===== config.mk =====
export PLATFORM = sky130hd
export DESIGN_NAME = edge_event_monitor_flat
export DESIGN_NICKNAME = d
export VERILOG_FILES = /design/src/rtl/edge_event_monitor_if.sv /design/src/rtl/edge_event_monitor.sv /design/src/flat_wrapper.sv
export SDC_FILE = /design/constraint.sdc
export NUM_CORES = 1
export LEC_CHECK = 0
export BUFFER_PORTS_ARGS = -buffer_cell sky130_fd_sc_hd__buf_4
export CELL_PAD_IN_SITES_DETAIL_PLACEMENT = 0
export CELL_PAD_IN_SITES_GLOBAL_PLACEMENT = 2
export CORE_MARGIN = 2
export CORE_UTILIZATION = 31
export DETAILED_ROUTE_END_ITERATION = 10
export HOLD_SLACK_MARGIN = 0.15
export PLACE_DENSITY = 0.81
export SLEW_MARGIN = 20
export SYNTH_ARGS = -nofsm -noshare
export SYNTH_HDL_FRONTEND = slang
export SYNTH_SLANG_ARGS = --single-unit

===== constraint.sdc =====
create_clock -name clk -period 2.4 [get_ports clk]
set_input_delay 0.48 -clock clk [delete_from_list [all_inputs] [get_ports clk]]
set_output_delay 0.48 -clock clk [all_outputs]
set_load 0.005 [all_outputs]

===== src/rtl/edge_event_monitor_if.sv =====
// Bundle of the edge monitor's control inputs and status outputs.
// The slave modport is the monitor itself; master is whoever drives it.
interface edge_event_monitor_if #(
    parameter int N_CH  = 4,
    parameter int CNT_W = 8
);
    localparam int CH_W = (N_CH > 1) ? $clog2(N_CH) : 1;

    logic [N_CH-1:0]       sig_in;
    logic [2*N_CH-1:0]     mode;
    logic [N_CH-1:0]       clr_flag;
    logic                  cnt_clr;
    logic [N_CH-1:0]       irq_en;
    logic [N_CH-1:0]       evt_pulse;
    logic [N_CH-1:0]       evt_flag;
    logic [N_CH*CNT_W-1:0] evt_cnt;
    logic                  evt_any;
    logic [CH_W-1:0]       last_ch;
    logic                  irq;

    modport master (
        output sig_in, mode, clr_flag, cnt_clr, irq_en,
        input  evt_pulse, evt_flag, evt_cnt, evt_any, last_ch, irq
    );

    modport slave (
        input  sig_in, mode, clr_flag, cnt_clr, irq_en,
        output evt_pulse, evt_flag, evt_cnt, evt_any, last_ch, irq
    );
endinterface


===== src/rtl/edge_event_monitor.sv =====
// Multi-channel edge detector: synchronises async inputs, detects per-channel
// rise/fall/any edges and keeps pulses, sticky flags, saturating counts and an irq.
module edge_event_monitor #(
    parameter int N_CH        = 4,
    parameter int CNT_W       = 8,
    parameter int SYNC_STAGES = 2
) (
    input  logic                 clk,
    input  logic                 rst,
    edge_event_monitor_if.slave  bus
);
    localparam int CH_W       = (N_CH > 1) ? $clog2(N_CH) : 1;
    localparam int SETTLE_MAX = SYNC_STAGES + 1;
    localparam int SET_W      = $clog2(SETTLE_MAX + 1);

    logic [N_CH-1:0]  sync_q [SYNC_STAGES];
    logic [N_CH-1:0]  prev_q;
    logic [N_CH-1:0]  pulse_q;
    logic [N_CH-1:0]  flag_vec;
    logic [N_CH-1:0]  s;
    logic [N_CH-1:0]  rise;
    logic [N_CH-1:0]  fall;
    logic [N_CH-1:0]  det;
    logic [CH_W-1:0]  last_ch_q;
    logic [CH_W-1:0]  last_ch_d;
    logic [SET_W-1:0] settle_q;
    logic             settled;

    assign s       = sync_q[SYNC_STAGES-1];
    assign rise    = s & ~prev_q;
    assign fall    = ~s & prev_q;
    assign settled = (settle_q == SET_W'(SETTLE_MAX));

    always_ff @(posedge clk) begin
        if (rst) begin
            for (int i = 0; i < SYNC_STAGES; i++) begin
                sync_q[i] <= '0;
            end
            prev_q   <= '0;
            settle_q <= '0;
        end else begin
            sync_q[0] <= bus.sig_in;
            for (int i = 1; i < SYNC_STAGES; i++) begin
                sync_q[i] <= sync_q[i-1];
            end
            prev_q <= s;
            // Hold off detection until the chain and prev reflect post-reset levels.
            if (!settled) begin
                settle_q <= settle_q + SET_W'(1);
            end
        end
    end

    genvar gi;
    generate
        for (gi = 0; gi < N_CH; gi++) begin : g_ch
            logic             flag_q;
            logic [CNT_W-1:0] cnt_q;

            assign det[gi] = settled &
                             ((bus.mode[2*gi]   & rise[gi]) |
                              (bus.mode[2*gi+1] & fall[gi]));

            always_ff @(posedge clk) begin
                if (rst) begin
                    flag_q <= 1'b0;
                    cnt_q  <= '0;
                end else begin
                    // A new event wins over a same-cycle write-1-clear.
                    if (det[gi]) begin
                        flag_q <= 1'b1;
                    end else if (bus.clr_flag[gi]) begin
                        flag_q <= 1'b0;
                    end

                    if (det[gi]) begin
                        if (bus.cnt_clr) begin
                            cnt_q <= CNT_W'(1);
                        end else if (cnt_q != {CNT_W{1'b1}}) begin
                            cnt_q <= cnt_q + CNT_W'(1);
                        end
                    end else if (bus.cnt_clr) begin
                        cnt_q <= '0;
                    end
                end
            end

            assign flag_vec[gi]                  = flag_q;
            assign bus.evt_cnt[gi*CNT_W +: CNT_W] = cnt_q;
        end
    endgenerate

    always_comb begin
        last_ch_d = last_ch_q;
        for (int i = N_CH - 1; i >= 0; i--) begin
            if (det[i]) begin
                last_ch_d = CH_W'(i);
            end
        end
    end

    always_ff @(posedge clk) begin
        if (rst) begin
            pulse_q   <= '0;
            last_ch_q <= '0;
        end else begin
            pulse_q   <= det;
            last_ch_q <= last_ch_d;
        end
    end

    assign bus.evt_pulse = pulse_q;
    assign bus.evt_flag  = flag_vec;
    assign bus.evt_any   = |pulse_q;
    assign bus.last_ch   = last_ch_q;
    assign bus.irq       = |(flag_vec & bus.irq_en);
endmodule

===== src/flat_wrapper.sv =====
// flat-port wrapper written by rule: the top's interface ports become plain ports
module edge_event_monitor_flat 
#(
    parameter int N_CH        = 4,
    parameter int CNT_W       = 8,
    parameter int SYNC_STAGES = 2
)
  (clk, rst, bus_sig_in, bus_mode, bus_clr_flag, bus_cnt_clr, bus_irq_en, bus_evt_pulse, bus_evt_flag, bus_evt_cnt, bus_evt_any, bus_last_ch, bus_irq);
  edge_event_monitor_if #(.N_CH(N_CH), .CNT_W(CNT_W)) bus_i ();
  input  logic clk;
  input  logic rst;
  input wire logic [$bits(bus_i.sig_in)-1:0] bus_sig_in;
  input wire logic [$bits(bus_i.mode)-1:0] bus_mode;
  input wire logic [$bits(bus_i.clr_flag)-1:0] bus_clr_flag;
  input wire logic [$bits(bus_i.cnt_clr)-1:0] bus_cnt_clr;
  input wire logic [$bits(bus_i.irq_en)-1:0] bus_irq_en;
  output wire logic [$bits(bus_i.evt_pulse)-1:0] bus_evt_pulse;
  output wire logic [$bits(bus_i.evt_flag)-1:0] bus_evt_flag;
  output wire logic [$bits(bus_i.evt_cnt)-1:0] bus_evt_cnt;
  output wire logic [$bits(bus_i.evt_any)-1:0] bus_evt_any;
  output wire logic [$bits(bus_i.last_ch)-1:0] bus_last_ch;
  output wire logic [$bits(bus_i.irq)-1:0] bus_irq;
  assign bus_i.sig_in = bus_sig_in;
  assign bus_i.mode = bus_mode;
  assign bus_i.clr_flag = bus_clr_flag;
  assign bus_i.cnt_clr = bus_cnt_clr;
  assign bus_i.irq_en = bus_irq_en;
  assign bus_evt_pulse = bus_i.evt_pulse;
  assign bus_evt_flag = bus_i.evt_flag;
  assign bus_evt_cnt = bus_i.evt_cnt;
  assign bus_evt_any = bus_i.evt_any;
  assign bus_last_ch = bus_i.last_ch;
  assign bus_irq = bus_i.irq;
  edge_event_monitor #(.N_CH(N_CH), .CNT_W(CNT_W), .SYNC_STAGES(SYNC_STAGES)) u_core (.clk(clk), .rst(rst), .bus(bus_i));
endmodule

=== After elaboration in Yosys (flattened, before gate mapping) ===
Memories as Yosys holds them, arrays and structs flattened.
Index checks and enable logic that the tools add are counted.

* Register bits: 48
* Latch bits: 0
* Memory bits (writable): 8
* ROM bits: 0
* Input port bits: 23
* Output and inout port bits: 44
* Logic and storage cells: 98
* Memories: 1

* Add/sub/neg operators: 5
* Multipliers: 0
* Div/mod/pow operators: 0
* Magnitude comparators: 0
* Eq/ne operators: 5
* Shift operators: 0
* Mux-type cells: 29
* Bitwise logic cells: 23
* Reductions and logical operators: 22

{| class="wikitable"
|+ Memory list
! memory !! words !! width !! rd ports !! clocked after Yosys merged registers in !! wr ports !! RTL line !! source
|-
| u_core.sync_q || 2 || 4 || 2 || 0 || 2 || edge_event_monitor.sv:16 || <nowiki>logic [N_CH-1:0] sync_q [SYNC_STAGES];</nowiki>
|}

{| class="wikitable"
|+ Operators with widths
! kind !! number
|-
| $mux W8 || 13
|-
| $add A8 B1 Y8 const B || 4
|-
| $ne A8 B8 Y1 const B || 4
|-
| $reduce_bool A2 Y1 || 13
|-
| $and A1 B1 Y1 || 12
|-
| $and A4 B4 Y4 || 3
|-
| $mux W1 || 12
|-
| $mux W4 || 2
|-
| $not A4 Y4 || 2
|-
| $reduce_and A2 Y1 || 4
|-
| $reduce_or A4 Y1 || 2
|-
| $or A1 B1 Y1 || 6
|-
| $mux W2 || 2
|-
| $reduce_bool A3 Y1 || 1
|-
| $reduce_or A3 Y1 || 1
|-
| $add A2 B1 Y2 const B || 1
|-
| $eq A2 B2 Y1 const B || 1
|-
| $reduce_or A2 Y1 || 1
|}

=== Logic depth before layout (Yosys ltp) ===
Gate-level depths: netlist (run 1).
An unclocked memory read counts as a cell.

* Depth after elaboration: 9
* Depth in mapped cells: 7
* Mapped depth without buffers: 5

=== Least setup slack after synthesis (run 1) ===
No wires, ideal clock.

* Path kind: register -> register
* Start: register u_core.settle_q[0]
* End: register u_core.g_ch[2].cnt_q[3]
* Library setup time: 0.070 ns
* Arrival: 1.633 ns
* Required time: 2.330 ns
* Setup slack: 0.697 ns
* Stages on the path, launching flop included: 8
* Buffers on the path: 2
* Period minus slack after synthesis: 1.703 ns
* Path through: dfxtp_1 > ha_1 > buf_6 > nand4b_4 > and2_4 > buf_6 > or4_1 > a21oi_1

* Word-level cells in the longest chain between the ends: 4
* Elaborated cells on any way between the ends: 5
* Classes of those cells: 1 x eq/ne; 1 x mux; 1 x bitwise; 2 x reduce/logical

{| class="wikitable"
|+ Ends and longest elaborated chain
! element !! RTL line !! source
|-
| from (decl) || edge_event_monitor.sv:26 || <nowiki>logic [SET_W-1:0] settle_q;</nowiki>
|-
| from (signal assigned) || edge_event_monitor.sv:49 || <nowiki>settle_q <= settle_q + SET_W'(1);</nowiki>
|-
| $eq A2 B2 Y1 (*) || edge_event_monitor.sv:32 || <nowiki>assign settled = (settle_q == SET_W'(SETTLE_MAX));</nowiki>
|-
| $and A1 B1 Y1 (*) || edge_event_monitor.sv:60 || <nowiki>assign det[gi] = settled &</nowiki>
|-
| $reduce_bool A2 Y1 (no line) || n/a ||
|-
| $reduce_and A2 Y1 (no line) || n/a ||
|-
| to (signal assigned) || edge_event_monitor.sv:80 || <nowiki>cnt_q <= cnt_q + CNT_W'(1);</nowiki>
|-
| to (decl) || edge_event_monitor.sv:58 || <nowiki>logic [CNT_W-1:0] cnt_q;</nowiki>
|}

Every way passes the cells marked *; elsewhere a longest branch is shown, timed or not.
A chain may end at the register's enable or synchronous reset.

=== Final worst setup path (run 1) ===
* Start: register u_core.settle_q[0]
* End: register u_core.g_ch[1].cnt_q[5]

* Word-level cells in the longest chain between the ends: 4
* Elaborated cells on any way between the ends: 5
* Classes of those cells: 1 x eq/ne; 1 x mux; 1 x bitwise; 2 x reduce/logical

{| class="wikitable"
|+ Ends and longest elaborated chain
! element !! RTL line
|-
| $eq A2 B2 Y1 (*) || edge_event_monitor.sv:32
|-
| $and A1 B1 Y1 (*) || edge_event_monitor.sv:60
|-
| $reduce_bool A2 Y1 (no line) || n/a
|-
| $reduce_and A2 Y1 (no line) || n/a
|-
| to (signal assigned) || edge_event_monitor.sv:80
|-
| to (decl) || edge_event_monitor.sv:58
|}

Marks and branches as above.

==> results_tabular.tex, run 1 <==
\begin{tabular}{lr}
\hline
Metric & Value \\
\hline
\multicolumn{2}{l}{\textbf{Pwr}} \\
Maximum resistive drop on vdd & 0.000218 V \\
Static leakage & 1.28 nW \\
Pwr dens & 493 nW/um2 \\
\multicolumn{2}{l}{\textbf{Clock network}} \\
Clock latency reported for the late side of the worst-skew pair & 310 ps \\
CTS H-tree depth & 2 \\
Count of buffers added by post-CTS timing repair for setup & 0 \\
Buffer cell driving the clock tree root & clkbuf\_8 \\
CTS sink cnt & 56 \\
Number of hold buffers added after CTS & 0 \\
Maximum clock path buffer count & 2 \\
Gates resized, CTS repair & 0 \\
Number of buffers inserted during clock tree synthesis & 5 \\
Clk slew on worst S/H paths & 90 ps \\
CTS tree & yes \\
\multicolumn{2}{l}{\textbf{Drt}} \\
Number of detailed-route iterations in the first pass & 4 \\
Metal1 wirelength & 2900 um \\
Met3 wire length & 427 um \\
Routed length on met2 & 2870 um \\
DRT iter0 DRCs & 61 \\
Routed Antenna Nets & 0 \\
Detailed-route via count & 2324 \\
Highest Signal Layer & met4 \\
Final WL & 6250 um \\
Number of vias per cell & 5.21 \\
Detailed-route wire length per cell & 14.0 um \\
Post-route DRC violation count & 0 \\
\multicolumn{2}{l}{\textbf{Yosys}} \\
Warning count from the yosys run & 0 \\
Avg Cell Area, Syn & 8.98 um2 \\
Synth cell types & 44 \\
\#FFs+latches synth & 56 \\
Post-Syn Area & 2540 um2 \\
Syn Nets & 311 \\
Sequential fraction of the synthesis area & 44.1\% \\
Synthesized netlist cell count & 283 \\
\multicolumn{2}{l}{\textbf{Global route}} \\
Maximum number of pins on one net before global-route repair & 23 \\
Number of global-route vias before repair & 2035 \\
Remaining global-route overflow & 0 \\
Number of antenna violations at the first check in global routing & 0 \\
All-Layer GR Usage & 14.2\% \\
Global-route wire length before repair & 10000 um \\
\multicolumn{2}{l}{\textbf{Placed design}} \\
Sum of net half-perimeters after detailed placement & 4540 um \\
Worst setup slack before clock tree synthesis & 279 ps \\
Placed Instances & 439 \\
Last weighted congestion value of the routability-driven placer & 0.809 \\
Total of buffers placed on input and output ports & 66 \\
\multicolumn{2}{l}{\textbf{Cells and area}} \\
Leading cell type in the layout, fill and taps excluded & buf\_4 \\
Fin cells & 446 \\
Final nets & 369 \\
Ratio of cells with drive above 1 in the final layout & 24.3\% \\
Antenna cell count & 0 \\
Commonest cells after routing, fill and taps aside & buf\_4 (72), dfxtp\_1 (56), nor2\_1 (20), a21oi\_1 (18), nand2\_1 (17) \\
Area overhead of the layout relative to synthesis & 25.2\% \\
Fillers & 854 \\
\multicolumn{2}{l}{\textbf{STA}} \\
Portion of the clock cycle consumed by the worst path in the final layout & 88.2\% \\
Maximum clock frequency & 472 MHz \\
Setup violations, final & 0 \\
Setup repair after global routing missed its margin & false \\
Fin Hold WS & 387 ps \\
Worst-case setup margin in the final layout & 282 ps \\
Transition time at the pin with the least slew margin & 557 ps \\
Total negative slack & 0 ps \\
Fin Clk Skew & 9.14 ps \\
Final critical path time including I/O delays and setup & 2120 ps \\
Total count of hold-check failures in the final report & 0 \\
Worst max-slew margin expressed relative to the limit & 62.6\% \\
Pins over their slew limit & 0 \\
\multicolumn{2}{l}{\textbf{Floorplan}} \\
I/O pin total & 67 \\
Die boundary height & 94.5 um \\
DIE AREA & 8930 um2 \\
Number of placement rows & 33 \\
Area of the core region & 8090 um2 \\
Initial core utilization & 31.4\% \\
Die X & 94.5 um \\
\multicolumn{2}{l}{\textbf{Setup path}} \\
Startpoint kind of the worst setup timing path & flip-flop \\
CP Data Required Time & 2640 ps \\
Worst Path Class, Setup & flip-flop to flip-flop \\
Worst-path fanout max & 11 \\
Kind of end point of the critical path & flip-flop \\
Critical path, cell by cell & ha\_1 > and4b\_1 > a31oi\_1 > buf\_4 > or4\_1 > a21oi\_1 \\
Kind of cell adding the most delay to the critical path & simple AND/OR/NAND/NOR gates \\
Arrival time worst endpoint & 2350 ps \\
Cell with the largest stage delay on the worst path & or4\_1 \\
Buffers and inverters on the worst path & 1 \\
Delay contributed by the slowest stage of the critical path & 490 ps \\
\multicolumn{2}{l}{\textbf{Min path}} \\
HP Class & input pin to flip-flop \\
\multicolumn{2}{l}{\textbf{Run status}} \\
Result of the run & finished clean \\
\multicolumn{2}{l}{\textbf{Run}} \\
Max-cap viol count & 0 \\
\hline
\end{tabular}
-- metrics by stage --
stage / total power, mW / utilization (%) / cell area, um2
after floorplan: 1.04 / - / 2540
after global placement: 1.09 / 38.3 / 3100
after detailed placement: 1.09 / 38.3 / 3100
after CTS: 1.58 / 39.3 / 3180
after global routing: 1.64 / 39.3 / 3180
final: 1.57 / 39.3 / 3180
-- Yosys cell counts --
cell type	number	area, um2
dfxtp_1	56	1120
nor2_1	20	75.1
a21oi_1	18	90.1
nand2_1	17	63.8
nand3_1	15	75.1
nor2b_1	14	87.6
clkbuf_1	13	48.8
inv_1	9	33.8
or3_1	9	56.3
nor3_1	8	40.0
a211oi_1	7	52.6
a31oi_1	7	43.8
o31ai_1	7	52.6
o311ai_0	6	52.6
o41ai_1	6	52.6
ha_1	5	62.6
nand4_1	5	31.3
nand4b_1	5	43.8
o21ai_0	5	25.0
a2111o_1	4	45.0
and3_1	4	25.0
buf_4	4	30.0
mux2i_1	4	40.0
nand2b_1	4	25.0
or4_1	4	30.0
a41o_1	3	30.0
and2_1	3	18.8
a22oi_1	2	15.0
and4_1	2	17.5
buf_6	2	22.5
nor4_1	2	12.5
a21boi_0	1	7.51
a311oi_1	1	8.76
a31o_2	1	8.76
and2_4	1	8.76
and4b_1	1	10.0
buf_1	1	3.75
buf_2	1	5.00
nand3_2	1	10.0
nand4b_4	1	23.8
o311a_1	1	10.0
o31a_1	1	8.76
or2_2	1	6.26
xor2_1	1	8.76
-- worst register-to-register path, delay by kind of cell (launching register included) --
| family | cells | cell delay, ps |
|---|---|---|
| buffers and inverters | 1 | 220 |
| AO/OA/AOI/OAI | 2 | 210 |
| flip-flops | 1 | 360 |
| AND/OR/NAND/NOR | 2 | 780 |
| adder cells (fa/ha/maj) | 1 | 480 |
-- final cells by class --
class | instances | area (um2) | share of cell area, %
multi-input cells | 197 | 1270 | 40.1
clock inverters | 1 | 5.00 | 0.157
clock buffers | 6 | 72.6 | 2.28
inverters | 9 | 33.8 | 1.06
flip-flops and latches | 56 | 1120 | 35.3
well taps | 105 | 131 | 4.13
repair buffers | 72 | 541 | 17.0
-- logic make-up after synthesis --
group                    after synthesis  synth area share [%]
XOR/XNOR                               1                 0.345
AO/OA/AOI/OAI                         70                  19.8
multiplexers                           4                  1.58
buffers and inverters                 30                  5.66
flip-flops                            56                  44.1
adder cells (fa/ha/maj)                5                  2.46
AND/OR/NAND/NOR                      117                  26.0
-- report_power, final --
part           switching (mW)  total, mW  internal [mW]
Sequential             0.0103      0.957          0.947
Combinational          0.0559      0.111         0.0551
Clock                   0.299      0.498          0.200
Total                   0.365       1.57           1.20
-- path summary, 6_finish.rpt --
path / start / end / slack [ps] / depth (start not counted)
worst max-delay path: u_core.settle_q[0] / u_core.g_ch[1].cnt_q[5] / 280 / 6
worst min-delay path: bus_sig_in[2] / u_core.sync_q[0][2] / 390 / 2
worst max register to register: u_core.settle_q[0] / u_core.g_ch[1].cnt_q[5] / 280 / 6
worst min register to register: u_core.sync_q[0][1] / u_core.sync_q[0][5] / 440 / 1
-- per-layer routing --
metal / global-route usage [%] / up-vias
met5: 0 / -
met4: 3.26 / 0
met3: 3.91 / 5
met2: 22.9 / 68
met1: 18.9 / 1076
li1: - / 1175
-- registers in the layout, summed over array words and instances (netlist names) --
name                  count
u_core.g_ch.cnt_q        32
u_core.sync_q             8
u_core.bus.evt_pulse      4
u_core.g_ch.flag_q        4
u_core.prev_q             4
u_core.bus.last_ch        2
u_core.settle_q           2
(Power assumes the default switching activity.)
==> run 2, diff against run 1 <==
- CORE_UTILIZATION: 31 -> 33
- PLACE_DENSITY: 0.81 -> 0.86
- clock period: 2.4 -> 2.45 ns (I/O delays scaled with it)
==> run 2 against run 1 <==
Effect of this change:
- clock-buffer cell count increased by 1
- hold slack lost 6.9 ps
- clock skew is 2.7 ps lower
- critical path depth did not move
- critical path type unchanged
- critical endpoint unchanged
==> results_tabular.tex, run 2 (same netlist as run 1, synthesis figures left out) <==
\begin{tabular}{lr}
\hline
Metric & Value \\
\hline
\multicolumn{2}{l}{\textbf{STA}} \\
Transition time at the pin with the least slew margin & 548 ps (-9.02 ps) \\
Pins over their slew limit & 0 (unchanged) \\
Portion of the clock cycle consumed by the worst path in the final layout & 85.8\% (-2.4 points) \\
Maximum clock frequency & 475 MHz (+0.68\%) \\
Fin Clk Skew & 6.39 ps (-2.75 ps) \\
Setup violations, final & 0 (unchanged) \\
Total negative slack & 0 ps (unchanged) \\
Setup repair after global routing missed its margin & false \\
Final critical path time including I/O delays and setup & 2100 ps (-14.2 ps) \\
Total count of hold-check failures in the final report & 0 (unchanged) \\
Worst max-slew margin expressed relative to the limit & 63.2\% (+0.61 points) \\
\multicolumn{2}{l}{\textbf{Floorplan}} \\
Number of placement rows & 31 (-6.1\%) \\
DIE AREA & 8410 um2 (-5.8\%) \\
Area of the core region & 7370 um2 (-8.9\%) \\
Initial core utilization & 34.5\% (+3.1 points) \\
I/O pin total & 67 (unchanged) \\
Die boundary height & 91.7 um (-2.9\%) \\
Die X & 91.7 um (-2.9\%) \\
\multicolumn{2}{l}{\textbf{Clock network}} \\
Buffer cell driving the clock tree root & clkbuf\_8 \\
Gates resized, CTS repair & 0 (unchanged) \\
Maximum clock path buffer count & 2 (unchanged) \\
Clock latency reported for the late side of the worst-skew pair & 310 ps (about the same) \\
CTS sink cnt & 56 (unchanged) \\
Number of buffers inserted during clock tree synthesis & 5 (unchanged) \\
Count of buffers added by post-CTS timing repair for setup & 0 (unchanged) \\
CTS tree & yes \\
CTS H-tree depth & 2 (unchanged) \\
Number of hold buffers added after CTS & 0 (unchanged) \\
Clk slew on worst S/H paths & 100 ps (about the same) \\
\multicolumn{2}{l}{\textbf{Global route}} \\
All-Layer GR Usage & 15.5\% (+1.3 points) \\
Maximum number of pins on one net before global-route repair & 38 (+65\%) \\
Number of antenna violations at the first check in global routing & 0 (unchanged) \\
Global-route wire length before repair & 10600 um (+5.9\%) \\
Number of global-route vias before repair & 2162 (+6.2\%) \\
Remaining global-route overflow & 0 (unchanged) \\
\multicolumn{2}{l}{\textbf{Min path}} \\
HP Class & input pin to flip-flop \\
\multicolumn{2}{l}{\textbf{Cells and area}} \\
Commonest cells after routing, fill and taps aside & buf\_4 (71), dfxtp\_1 (56), nor2\_1 (20), a21oi\_1 (18), nand2\_1 (17) \\
Number of flip-flops in the largest register & 32 (unchanged) \\
Ratio of cells with drive above 1 in the final layout & 24.6\% (+0.29 points) \\
Largest registers & u\_core.g\_ch.cnt\_q (32), u\_core.sync\_q (8) \\
Top reg by flops & u\_core.g\_ch.cnt\_q \\
Leading cell type in the layout, fill and taps excluded & buf\_4 \\
Antenna cell count & 0 (unchanged) \\
Area overhead of the layout relative to synthesis & 26.5\% \\
Final core occ & 43.6\% (+4.3 points) \\
Final nets & 368 (-0.27\%) \\
\multicolumn{2}{l}{\textbf{Setup path}} \\
CP Data Required Time & 2700 ps (+60 ps) \\
Critical path, cell by cell & ha\_1 > and4b\_1 > a31oi\_1 > buf\_4 > or4\_1 > a21oi\_1 \\
Delay contributed by the slowest stage of the critical path & 500 ps (about the same) \\
Kind of end point of the critical path & flip-flop \\
Kind of cell adding the most delay to the critical path & simple AND/OR/NAND/NOR gates \\
Startpoint kind of the worst setup timing path & flip-flop \\
Arrival time worst endpoint & 2350 ps (about the same) \\
Buffers and inverters on the worst path & 1 (unchanged) \\
Worst Path Class, Setup & flip-flop to flip-flop \\
Worst-path fanout max & 11 (unchanged) \\
Cell with the largest stage delay on the worst path & or4\_1 \\
\multicolumn{2}{l}{\textbf{Placed design}} \\
Total of buffers placed on input and output ports & 66 (unchanged) \\
Last weighted congestion value of the routability-driven placer & 0.787 (-2.7\%) \\
Sum of net half-perimeters after detailed placement & 4600 um (+1.2\%) \\
\multicolumn{2}{l}{\textbf{Drt}} \\
Final WL & 6310 um (+1.0\%) \\
Detailed-route wire length per cell & 14.3 um (+2.4\%) \\
Detailed-route via count & 2324 (unchanged) \\
Routed Antenna Nets & 0 (unchanged) \\
Number of detailed-route iterations in the first pass & 4 (unchanged) \\
Post-route DRC violation count & 0 (unchanged) \\
DRT iter0 DRCs & 98 (+61\%) \\
Number of vias per cell & 5.28 (+1.4\%) \\
\multicolumn{2}{l}{\textbf{Pwr}} \\
Maximum resistive drop on vdd & 0.000264 V (+21\%) \\
Pwr dens & 532 nW/um2 (+7.9\%) \\
Static leakage & 1.30 nW (+1.5\%) \\
\multicolumn{2}{l}{\textbf{Run status}} \\
Result of the run & finished clean \\
\multicolumn{2}{l}{\textbf{Run}} \\
Max-cap viol count & 0 (unchanged) \\
\hline
\end{tabular}
[run 2: cell count changes in the layout (fill, tap and decap cells not counted)]
| cell | before | now |
|---|---|---|
| bufinv_16 | 0 | 1 |
| clkbuf_8 | 5 | 7 |
| clkbuf_1 | 1 | 0 |
| buf_4 | 72 | 71 |
| clkinv_2 | 1 | 0 |
[run 2: report_power, final]
group	internal, mW	total (mW)	switching [mW]
Combinational	0.0541	0.111	0.0566
Clock	0.361	0.660	0.299
Sequential	0.928	0.938	0.0105
Total	1.34	1.71	0.366
[run 2: layer usage]
| metal | routed length [um] | vias up | global-route usage [%] |
|---|---|---|---|
| li1 | - | 1171 | - |
| met1 | 2950 | 1097 | 21.0 |
| met2 | 2960 | 48 | 23.9 |
| met3 | 316 | 8 | 4.35 |
| met4 | 87 | 0 | 4.85 |
| met5 | 0 | - | 0 |
[run 2: worst reg2reg max path, cell delays in order, from the launching register on]
cell,delay (ps)
dfxtp_1,360
ha_1,470
and4b_1,290
a31oi_1,70
buf_4,210
or4_1,500
a21oi_1,150
[run 2: worst paths after layout]
check | startpoint | endpoint | slack [ps] | cells after the start
worst max-delay path | u_core.settle_q[1] | u_core.g_ch[1].cnt_q[5] | 350 | 6
worst min-delay path | bus_sig_in[3] | u_core.sync_q[0][3] | 380 | 2
worst max register to register | u_core.settle_q[1] | u_core.g_ch[1].cnt_q[5] | 350 | 6
worst min register to register | u_core.sync_q[0][2] | u_core.sync_q[0][6] | 440 | 1
[run 2: stage by stage]
step / std cells / hold slack [ps] / total power, mW / worst slack (ps) / instance area (um2)
6_report: 440 / 381 / 1.71 / 347 / 3210
3_3_place_gp: 432 / 418 / 1.07 / 438 / 3090
3_5_place_dp: 432 / 425 / 1.07 / 369 / 3090
2_1_floorplan: 283 / 414 / 1.02 / 747 / 2540
4_1_cts: 440 / 374 / 1.73 / 341 / 3210
5_1_grt: 440 / 378 / 1.79 / 134 / 3210
[run 2: final cells by class]
type	count	area (um2)
Tap cell	99	124
Clock buffer	7	96.3
Clock inverter	1	30.0
Inverter	9	33.8
Timing Repair Buffer	71	533
Sequential cell	56	1120
Multi-Input combinational cell	197	1270
Fill cell	750	4160
==> run 3, diff against run 2 <==
- CORE_ASPECT_RATIO: unset -> 1.25
==> run 3 against run 2 <==
Effect of this change:
- worst setup slack gained 57 ps
- via count is 0.73% lower
- hold slack better by 2.7 ps
- first-iteration DRC count shrank 12%
- sequential share of layout area up 0.43 points
- clock power decreased by 7.4%
- power is 3.1% lower
- combinational power about the same
- sequential power about the same
- non-clock buffer count down 2
- flip-flop and latch count did not move
- register-to-register slack gained 60 ps
- critical path type unchanged
- critical endpoint is now u_core.g_ch[0].cnt_q[3]
- largest power group unchanged
==> results_tabular.tex, run 3 (same netlist as run 1, synthesis figures left out) <==
\begin{tabular}{lr}
\hline
Metric & Value \\
\hline
\multicolumn{2}{l}{\textbf{Clock network}} \\
Buffer cell driving the clock tree root & clkbuf\_8 \\
CTS tree & yes \\
CTS sink cnt & 56 (unchanged) \\
Gates resized, CTS repair & 0 (unchanged) \\
Maximum clock path buffer count & 2 (unchanged) \\
Clock latency reported for the late side of the worst-skew pair & 310 ps (about the same) \\
Number of buffers inserted during clock tree synthesis & 5 (unchanged) \\
Number of hold buffers added after CTS & 0 (unchanged) \\
Count of buffers added by post-CTS timing repair for setup & 0 (unchanged) \\
CTS H-tree depth & 2 (unchanged) \\
Clk slew on worst S/H paths & 100 ps (about the same) \\
\multicolumn{2}{l}{\textbf{Global route}} \\
Global-route wire length before repair & 9940 um (-6.2\%) \\
Remaining global-route overflow & 0 (unchanged) \\
All-Layer GR Usage & 15.3\% (-0.16 points) \\
Maximum number of pins on one net before global-route repair & 40 (+5.3\%) \\
Number of global-route vias before repair & 2042 (-5.6\%) \\
Number of antenna violations at the first check in global routing & 0 (unchanged) \\
\multicolumn{2}{l}{\textbf{STA}} \\
Total negative slack & 0 ps (unchanged) \\
Setup violations, final & 0 (unchanged) \\
Maximum clock frequency & 489 MHz (+2.8\%) \\
Worst max-slew margin expressed relative to the limit & 61.1\% (-2.1 points) \\
Pins over their slew limit & 0 (unchanged) \\
Fin Clk Skew & 9.44 ps (+3.05 ps) \\
Setup repair after global routing missed its margin & false \\
Transition time at the pin with the least slew margin & 581 ps (+33.4 ps) \\
Total count of hold-check failures in the final report & 0 (unchanged) \\
Portion of the clock cycle consumed by the worst path in the final layout & 83.5\% (-2.3 points) \\
Final critical path time including I/O delays and setup & 2050 ps (-57.1 ps) \\
Fin Hold WS & 383 ps (+2.66 ps) \\
\multicolumn{2}{l}{\textbf{Cells and area}} \\
Sequential standard cell area & 1120 um2 (unchanged) \\
Fin cells & 431 (-2.0\%) \\
Largest registers & u\_core.g\_ch.cnt\_q (32), u\_core.sync\_q (8) \\
Area overhead of the layout relative to synthesis & 25.0\% \\
Commonest cells after routing, fill and taps aside & buf\_4 (69), dfxtp\_1 (56), nor2\_1 (20), a21oi\_1 (18), nand2\_1 (17) \\
Antenna cell count & 0 (unchanged) \\
Top reg by flops & u\_core.g\_ch.cnt\_q \\
Area of combinational cells with multiple inputs & 1270 um2 (unchanged) \\
Ratio of cells with drive above 1 in the final layout & 24.2\% (-0.44 points) \\
Number of flip-flops in the largest register & 32 (unchanged) \\
Final nets & 366 (-0.54\%) \\
Leading cell type in the layout, fill and taps excluded & buf\_4 \\
Final core occ & 42.9\% (-0.71 points) \\
Fillers & 725 (-3.3\%) \\
\multicolumn{2}{l}{\textbf{Run}} \\
Max-cap viol count & 0 (unchanged) \\
\multicolumn{2}{l}{\textbf{Floorplan}} \\
DIE AREA & 8420 um2 (about the same) \\
Die X & 82.5 um (-10\%) \\
Initial core utilization & 34.3\% (-0.15 points) \\
Number of placement rows & 35 (+13\%) \\
Die boundary height & 102 um (+11\%) \\
I/O pin total & 67 (unchanged) \\
Area of the core region & 7400 um2 (+0.42\%) \\
\multicolumn{2}{l}{\textbf{Drt}} \\
DRT iter0 DRCs & 86 (-12\%) \\
Post-route DRC violation count & 0 (unchanged) \\
Number of vias per cell & 5.35 (+1.3\%) \\
Number of detailed-route iterations in the first pass & 5 (+1) \\
Final WL & 6450 um (+2.1\%) \\
Detailed-route wire length per cell & 15.0 um (+4.3\%) \\
Routed Antenna Nets & 0 (unchanged) \\
Detailed-route via count & 2307 (-0.73\%) \\
\multicolumn{2}{l}{\textbf{Pwr}} \\
Pwr Total & 1.66 mW (-3.1\%) \\
Static leakage & 1.28 nW (-1.6\%) \\
Maximum resistive drop on vdd & 0.000391 V (+48\%) \\
Pwr dens & 522 nW/um2 (-1.9\%) \\
\multicolumn{2}{l}{\textbf{Setup path}} \\
Worst-path fanout max & 13 (+2) \\
Arrival time worst endpoint & 2290 ps (-60 ps) \\
CP Data Required Time & 2700 ps (about the same) \\
Worst Path Class, Setup & flip-flop to flip-flop \\
Kind of end point of the critical path & flip-flop \\
Worst setup slack for register-to-register paths & 400 ps (+60 ps) \\
Startpoint kind of the worst setup timing path & flip-flop \\
\multicolumn{2}{l}{\textbf{Placed design}} \\
Placed Instances & 423 (-2.1\%) \\
Sum of net half-perimeters after detailed placement & 4690 um (+2.0\%) \\
Last weighted congestion value of the routability-driven placer & 0.745 (-5.3\%) \\
Total of buffers placed on input and output ports & 66 (unchanged) \\
\multicolumn{2}{l}{\textbf{Min path}} \\
HP Class & input pin to flip-flop \\
\multicolumn{2}{l}{\textbf{Run status}} \\
Result of the run & finished clean \\
\hline
\end{tabular}
[run 3: path summary, 6_finish.rpt]
check / to / cells past startpoint / from
max: u_core.g_ch[0].cnt_q[3] / 5 / u_core.settle_q[0]
min: u_core.sync_q[0][2] / 2 / bus_sig_in[2]
max reg2reg: u_core.g_ch[0].cnt_q[3] / 5 / u_core.settle_q[0]
min reg2reg: u_core.sync_q[0][7] / 1 / u_core.sync_q[0][3]
[run 3: cell type report]
type | count | area share (%)
clock buffers | 5 | 2.17
well taps | 92 | 3.63
clock inverters | 3 | 1.34
multi-input cells | 197 | 40.2
inverters | 9 | 1.06
flip-flops and latches | 56 | 35.3
repair buffers | 69 | 16.3
[run 3: metal layers]
layer | up-vias | global-route usage, % | wire (um)
met5 | - | 0 | 0
met3 | 7 | 3.09 | 257
met1 | 1092 | 19.1 | 2780
met4 | 0 | 4.10 | 76
met2 | 48 | 26.7 | 3330
li1 | 1160 | - | -
[run 3: power breakdown]
| group | switching (mW) | internal [mW] | total [mW] |
|---|---|---|---|
| registers | 0.00981 | 0.928 | 0.937 |
| logic | 0.0561 | 0.0515 | 0.108 |
| clock network | 0.308 | 0.303 | 0.611 |
| total | 0.373 | 1.28 | 1.66 |
[run 3: critical path, cell delays in order (launching register included)]
cell      delay, ps
dfxtp_1         360
ha_1            460
nand4b_1        170
and2_1          320
or4_1           540
a21oi_1         140
[run 3: per-stage QoR]
stage               worst slack [ps]  area, um2
floorplan                        747       2540
global placement                 465       3060
detailed placement               407       3060
CTS                              381       3170
global route                     220       3170
finish                           404       3170
